## src/rtl/fft_out_serializer.sv

```systemverilog
// fft_out_serializer: once per frame, reads the 8 complex bins from the FFT
// output register file (optionally in bit-reversed address order, which gives
// natural-order bins) and streams them out one per cycle on valid/ready with
// a last flag. A 2-entry buffer covers the 1-cycle read latency and downstream
// stalls, so with out_ready held high the 8 samples leave back to back.
//
// state  | meaning
// IDLE   | waiting for start; nothing issued, buffer empty
// STREAM | issuing reads and draining the buffer until the 8th handshake
module fft_out_serializer #(
    parameter int DW      = 32,
    parameter bit BIT_REV = 1'b1
) (
    input  logic            clk,
    input  logic            rst_n,
    input  logic            start,
    output logic [2:0]      rf_addr,
    output logic            rf_re,
    input  logic [2*DW-1:0] rf_data,
    output logic            out_valid,
    input  logic            out_ready,
    output logic [DW-1:0]   out_data_r,
    output logic [DW-1:0]   out_data_i,
    output logic            out_last,
    output logic            busy,
    output logic            frame_done
);

    typedef enum logic {
        IDLE   = 1'b0,
        STREAM = 1'b1
    } state_t;

    state_t        state_q, state_d;
    logic [3:0]    rd_cnt_q, rd_cnt_d;
    logic [2:0]    sent_cnt_q, sent_cnt_d;
    logic          infl_q, infl_d;
    logic [2:0]    addr_hold_q, addr_hold_d;
    logic [1:0]    occ_q, occ_d;
    logic [DW-1:0] ent0_r_q, ent0_r_d, ent0_i_q, ent0_i_d;
    logic [DW-1:0] ent1_r_q, ent1_r_d, ent1_i_q, ent1_i_d;
    logic          frame_done_q, frame_done_d;

    logic          pop;
    logic          push;
    logic [2:0]    level;
    logic [2:0]    addr_cur;
    logic [DW-1:0] push_r, push_i;

    // Read issue: only when the buffer plus the in-flight read still leaves room
    // after this cycle's pop. rf_addr repeats the last issued address when idle.
    always_comb begin
        pop      = (occ_q != 2'd0) & out_ready;
        push     = infl_q;
        push_r   = rf_data[2*DW-1:DW];
        push_i   = rf_data[DW-1:0];
        level    = {1'b0, occ_q} + {2'b00, infl_q} - {2'b00, pop};
        addr_cur = rd_cnt_q[2:0];
        if (BIT_REV) begin
            addr_cur = {rd_cnt_q[0], rd_cnt_q[1], rd_cnt_q[2]};
        end
        rf_re       = (state_q == STREAM) && (rd_cnt_q < 4'd8) && (level < 3'd2);
        rf_addr     = rf_re ? addr_cur : addr_hold_q;
        addr_hold_d = rf_re ? addr_cur : addr_hold_q;
        infl_d      = rf_re;
    end

    // Frame sequencing: read/handshake counters and the end-of-frame pulse.
    always_comb begin
        state_d      = state_q;
        rd_cnt_d     = rd_cnt_q;
        sent_cnt_d   = sent_cnt_q;
        frame_done_d = 1'b0;
        case (state_q)
            IDLE: begin
                if (start) begin
                    state_d    = STREAM;
                    rd_cnt_d   = 4'd0;
                    sent_cnt_d = 3'd0;
                end
            end
            STREAM: begin
                if (rf_re) begin
                    rd_cnt_d = rd_cnt_q + 4'd1;
                end
                if (pop) begin
                    sent_cnt_d = sent_cnt_q + 3'd1;
                    if (sent_cnt_q == 3'd7) begin
                        state_d      = IDLE;
                        frame_done_d = 1'b1;
                    end
                end
            end
            default: state_d = IDLE;
        endcase
    end

    // Two-entry buffer: entry 0 is the head and drives the outputs directly.
    // The issue rule guarantees a push never arrives while full without a pop.
    always_comb begin
        ent0_r_d = ent0_r_q;
        ent0_i_d = ent0_i_q;
        ent1_r_d = ent1_r_q;
        ent1_i_d = ent1_i_q;
        occ_d    = occ_q;
        case ({push, pop})
            2'b10: begin
                if (occ_q == 2'd0) begin
                    ent0_r_d = push_r;
                    ent0_i_d = push_i;
                end else begin
                    ent1_r_d = push_r;
                    ent1_i_d = push_i;
                end
                occ_d = occ_q + 2'd1;
            end
            2'b01: begin
                ent0_r_d = ent1_r_q;
                ent0_i_d = ent1_i_q;
                occ_d    = occ_q - 2'd1;
            end
            2'b11: begin
                if (occ_q == 2'd1) begin
                    ent0_r_d = push_r;
                    ent0_i_d = push_i;
                end else begin
                    ent0_r_d = ent1_r_q;
                    ent0_i_d = ent1_i_q;
                    ent1_r_d = push_r;
                    ent1_i_d = push_i;
                end
            end
            default: occ_d = occ_q;
        endcase
    end

    // State and datapath registers; reset discards any partial frame.
    always_ff @(posedge clk or negedge rst_n) begin
        if (!rst_n) begin
            state_q      <= IDLE;
            rd_cnt_q     <= 4'd0;
            sent_cnt_q   <= 3'd0;
            infl_q       <= 1'b0;
            addr_hold_q  <= 3'd0;
            occ_q        <= 2'd0;
            ent0_r_q     <= '0;
            ent0_i_q     <= '0;
            ent1_r_q     <= '0;
            ent1_i_q     <= '0;
            frame_done_q <= 1'b0;
        end else begin
            state_q      <= state_d;
            rd_cnt_q     <= rd_cnt_d;
            sent_cnt_q   <= sent_cnt_d;
            infl_q       <= infl_d;
            addr_hold_q  <= addr_hold_d;
            occ_q        <= occ_d;
            ent0_r_q     <= ent0_r_d;
            ent0_i_q     <= ent0_i_d;
            ent1_r_q     <= ent1_r_d;
            ent1_i_q     <= ent1_i_d;
            frame_done_q <= frame_done_d;
        end
    end

    assign out_valid  = (occ_q != 2'd0);
    assign out_data_r = ent0_r_q;
    assign out_data_i = ent0_i_q;
    assign out_last   = out_valid & (sent_cnt_q == 3'd7);
    assign busy       = (state_q == STREAM);
    assign frame_done = frame_done_q;

endmodule
```

## config.mk

```make
export PLATFORM = sky130hd
export DESIGN_NAME = fft_out_serializer
export DESIGN_NICKNAME = d
export VERILOG_FILES = /design/src/rtl/fft_out_serializer.sv
export SDC_FILE = /design/constraint.sdc
export NUM_CORES = 1
export LEC_CHECK = 0
export ABC_CLOCK_PERIOD_IN_PS = 6000
export CAP_MARGIN = 20
export CORE_MARGIN = 1.5
export CORE_UTILIZATION = 38
export CTS_CLUSTER_SIZE = 12
export DETAILED_ROUTE_END_ITERATION = 10
export MAX_ROUTING_LAYER = met4
export PLACE_DENSITY = 0.61
export SLEW_MARGIN = 15
export SYNTH_ARGS = -nofsm -noshare
export SYNTH_HDL_FRONTEND = slang
export SYNTH_SLANG_ARGS = --single-unit
```

## constraint.sdc

```tcl
create_clock -name clk -period 6 [get_ports clk]
set_input_delay 1.8 -clock clk [delete_from_list [all_inputs] [get_ports clk]]
set_output_delay 1.8 -clock clk [all_outputs]
set_load 0.02 [all_outputs]
```

==> results.sh <==
export IMPL_dpl_worst_slack_ps=-442
export IMPL_min_period_ps=5610
export IMPL_startpoint_type="primary input"
export IMPL_final_max_slew_viol_count=0
export IMPL_insertion_delay_ps=410
export IMPL_firstDrtPassIters=4
export IMPL_cts_root_buffer="clkbuf_16"
export IMPL_postSynthAreaPerCell_um2=11.5
export IMPL_dieWidth_um=135
export IMPL_syn_area_mm2=0.00662
export IMPL_drtIter0Drc=248
export IMPL_fmax_mhz=178
export IMPL_portBuffers=139
export IMPL_path_class="primary input to output pin"
export IMPL_antenna_found_initial=0
export IMPL_clock_sinks=143
export IMPL_crit_fanout=6
export IMPL_period_share_pct=93.4
export IMPL_wl_per_cell_um=17.6
export IMPL_worstHoldPathCells=2
export IMPL_cts_reportedPaths_clkPinSlew_ps=60
export IMPL_cp_end_kind="output pin"
export IMPL_finClkSkew_ps=6.32
export IMPL_grt_usage_pct=19.4
export IMPL_power_uw=5440
export IMPL_whs_ps=491
export IMPL_start_util_pct=38.5
export IMPL_ant_nets=0
export IMPL_vias_per_cell=5.34
export IMPL_crit_arrival_ps=3810
export IMPL_drt_total_wl_um=16500
export IMPL_hpwl_um=9840
export IMPL_grt_pass1_wl_um=26800
export IMPL_vias=5005
export IMPL_remaining_drc_errors=0
export IMPL_setup_tns_ps=0
export IMPL_cts_hold_buf=0
export IMPL_worst_pin_slew_ps=939
export IMPL_ys_warn_count=0
export IMPL_dpl_cell_count=904
export IMPL_post_synth_num_cell_types=29
export IMPL_r2r_cells=9
export IMPL_core_area_mm2=0.0172
export IMPL_hp_class="flop to flop"
export IMPL_p_per_area_mw_per_mm2=625
export IMPL_syn_inst=576
export IMPL_setup_ws_ps=394
export IMPL_nets=778
export IMPL_clk_path_buf_depth=2
export IMPL_hold_violations=0
export IMPL_place_congestion=0.789
export IMPL_cts_buffers=17
export IMPL_rsz0062_at_grt="no"
export IMPL_globalRouteOverflowTotal=0
export IMPL_ios=140
export IMPL_p_leak_uw=0.00372
export IMPL_seq_area_frac_synth_pct=54.0
export IMPL_synthToLayoutAreaGrowth_pct=31.5
export IMPL_ir_drop_mv=0.343
export IMPL_maxCapViolations=0
export IMPL_cts_max_level=4
export IMPL_antenna_cells=0
export IMPL_synth_seq_cells=143
export IMPL_r2r_slack_ps=2990
export IMPL_syn_nets=653
export IMPL_reg2reg_to="ent1_i_q[3]"
export IMPL_min_from="rd_cnt_q[3]"
export IMPL_slew_headroom_pct=37.4
export IMPL_status="finished, final reports clean"
export IMPL_grt_max_degree=112
export IMPL_timing_rr_start="occ_q[1]"
export IMPL_cts_tree="built"
export IMPL_stdcell_count=938
export IMPL_drive_above_1_share_pct=18.4
export IMPL_final_setup_viol_count=0
export IMPL_cp_required_ps=4200
export IMPL_die_h_um=135
export IMPL_dieArea_mm2=0.0182
export IMPL_hold_path_endpoint="rd_cnt_q[3]"
export IMPL_grt_pass1_vias=5108
export IMPL_num_rows=48
synthesized netlist by cell type:
library cell | number | share of area (%)
xor2_2 | 1 | 0.25
buf_12 | 6 | 1.8
buf_2 | 21 | 1.6
and3_1 | 1 | 0.095
or2_1 | 1 | 0.095
nand2_1 | 5 | 0.28
inv_4 | 1 | 0.095
dfrtp_1 | 143 | 54
nor2_1 | 67 | 3.8
a211oi_1 | 1 | 0.11
o21a_1 | 1 | 0.11
xnor2_1 | 2 | 0.26
buf_6 | 2 | 0.34
nand3_1 | 70 | 5.3
buf_4 | 8 | 0.91
inv_1 | 7 | 0.40
nand2b_1 | 5 | 0.47
a31o_2 | 1 | 0.13
o21ai_0 | 71 | 5.4
a22oi_1 | 1 | 0.11
nor2b_1 | 2 | 0.19
nand3b_1 | 2 | 0.23
o211ai_1 | 2 | 0.23
a31oi_1 | 64 | 6.0
clkbuf_1 | 14 | 0.79
mux2_2 | 5 | 0.85
fa_1 | 1 | 0.30
ha_1 | 8 | 1.5
mux2_4 | 63 | 14
cell type report:
type / instances / area [µm²]
Fill cell: 1548 / 8470
Inverter: 8 / 32.5
Clock buffer: 21 / 470
Tap cell: 225 / 282
Sequential cell: 143 / 3580
Clock inverter: 10 / 111
Timing Repair Buffer: 157 / 1540
Multi-Input combinational cell: 374 / 2690
how the worst max path moves through the flow:
stage	to	from	cells past startpoint
6_report	rf_addr[1]	out_ready	11
5_1_grt	rf_addr[1]	out_ready	11
4_1_cts	rf_addr[2]	out_ready	10
3_5_place_dp	rf_addr[1]	out_ready	11
3_3_place_gp	rf_addr[1]	out_ready	11
2_1_floorplan	rf_addr[1]	out_ready	10
routing by layer:
metal | vias to the layer above | routed length, µm | share of wire (%) | track usage, %
li1 | 2301 | - | - | -
met1 | 2532 | 7550 | 46 | 25.4
met3 | 24 | 755 | 4.6 | 4.32
met2 | 148 | 7930 | 48 | 30.0
met4 | 0 | 303 | 1.8 | 6.45
met5 | - | 0 | 0 | -
registers in the layout, summed over array words and instances, names as in the netlist:
| register | cells |
|---|---|
| addr_hold_q | 3 |
| ent1_r_q | 32 |
| occ_q | 2 |
| ent1_i_q | 32 |
| busy | 1 |
| out_data_i | 32 |
| frame_done | 1 |
| infl_q | 1 |
| sent_cnt_q | 3 |
| rd_cnt_q | 4 |
| out_data_r | 32 |
critical path: stages:
cell            delay [ps]
dlymetal6s2s_1         140
nor2b_4                130
buf_4                  160
nor2_1                  80
o21ai_1                 80
fa_1                   490
nand3b_1               100
or2_4                  310
inv_4                   60
mux2_4                 300
buf_4                  160
timing repair:
| action | CTS | global route |
|---|---|---|
| gates resized for setup | 14 | 6 |
| hold endpoints to repair | 0 | 0 |
| pin swaps | 0 | 1 |
| setup buffers | 1 | 1 |
| endpoints found under the setup margin | 4 | 4 |
power breakdown:
group	switching, µW	leakage (µW)	internal [µW]
Sequential	290	0.00166	1470
Combinational	1290	0.00177	1340
Clock	404	0.000281	641
Total	1990	0.00372	3450
cell usage in the layout (no fill, tap or decap), types with 3 or more instances in the layout:
cell | Yosys | final
clkdlybuf4s50_1 | 0 | 133
clkinvlp_4 | 0 | 3
dfrtp_1 | 143 | 143
nand3_1 | 70 | 70
a31oi_1 | 64 | 64
nor2_1 | 67 | 66
clkbuf_8 | 0 | 3
nand2b_1 | 5 | 3
inv_1 | 7 | 7
clkbuf_16 | 0 | 17
mux2_2 | 5 | 4
buf_4 | 8 | 17
mux2_4 | 63 | 64
o21ai_0 | 71 | 70
clkinv_2 | 0 | 4
ha_1 | 8 | 7
nand2_1 | 5 | 5
cells by family after synthesis:
| kind of cell | synth area share [%] |
|---|---|
| AND/OR/NAND/NOR | 10.4 |
| buffers and inverters | 5.93 |
| AO/OA/AOI/OAI | 12.1 |
| multiplexers | 15.1 |
| XOR/XNOR | 0.510 |
| flip-flops | 54.0 |
| adder cells (fa/ha/maj) | 1.81 |
metrics by stage:
step	utilization, %	instance area [µm²]
detailed placement	47.1	8090
global placement	47.1	8090
CTS	50.5	8670
floorplan	-	6620
global route	50.7	8700
finish	50.7	8700
Power figures use the tool's default switching activity.
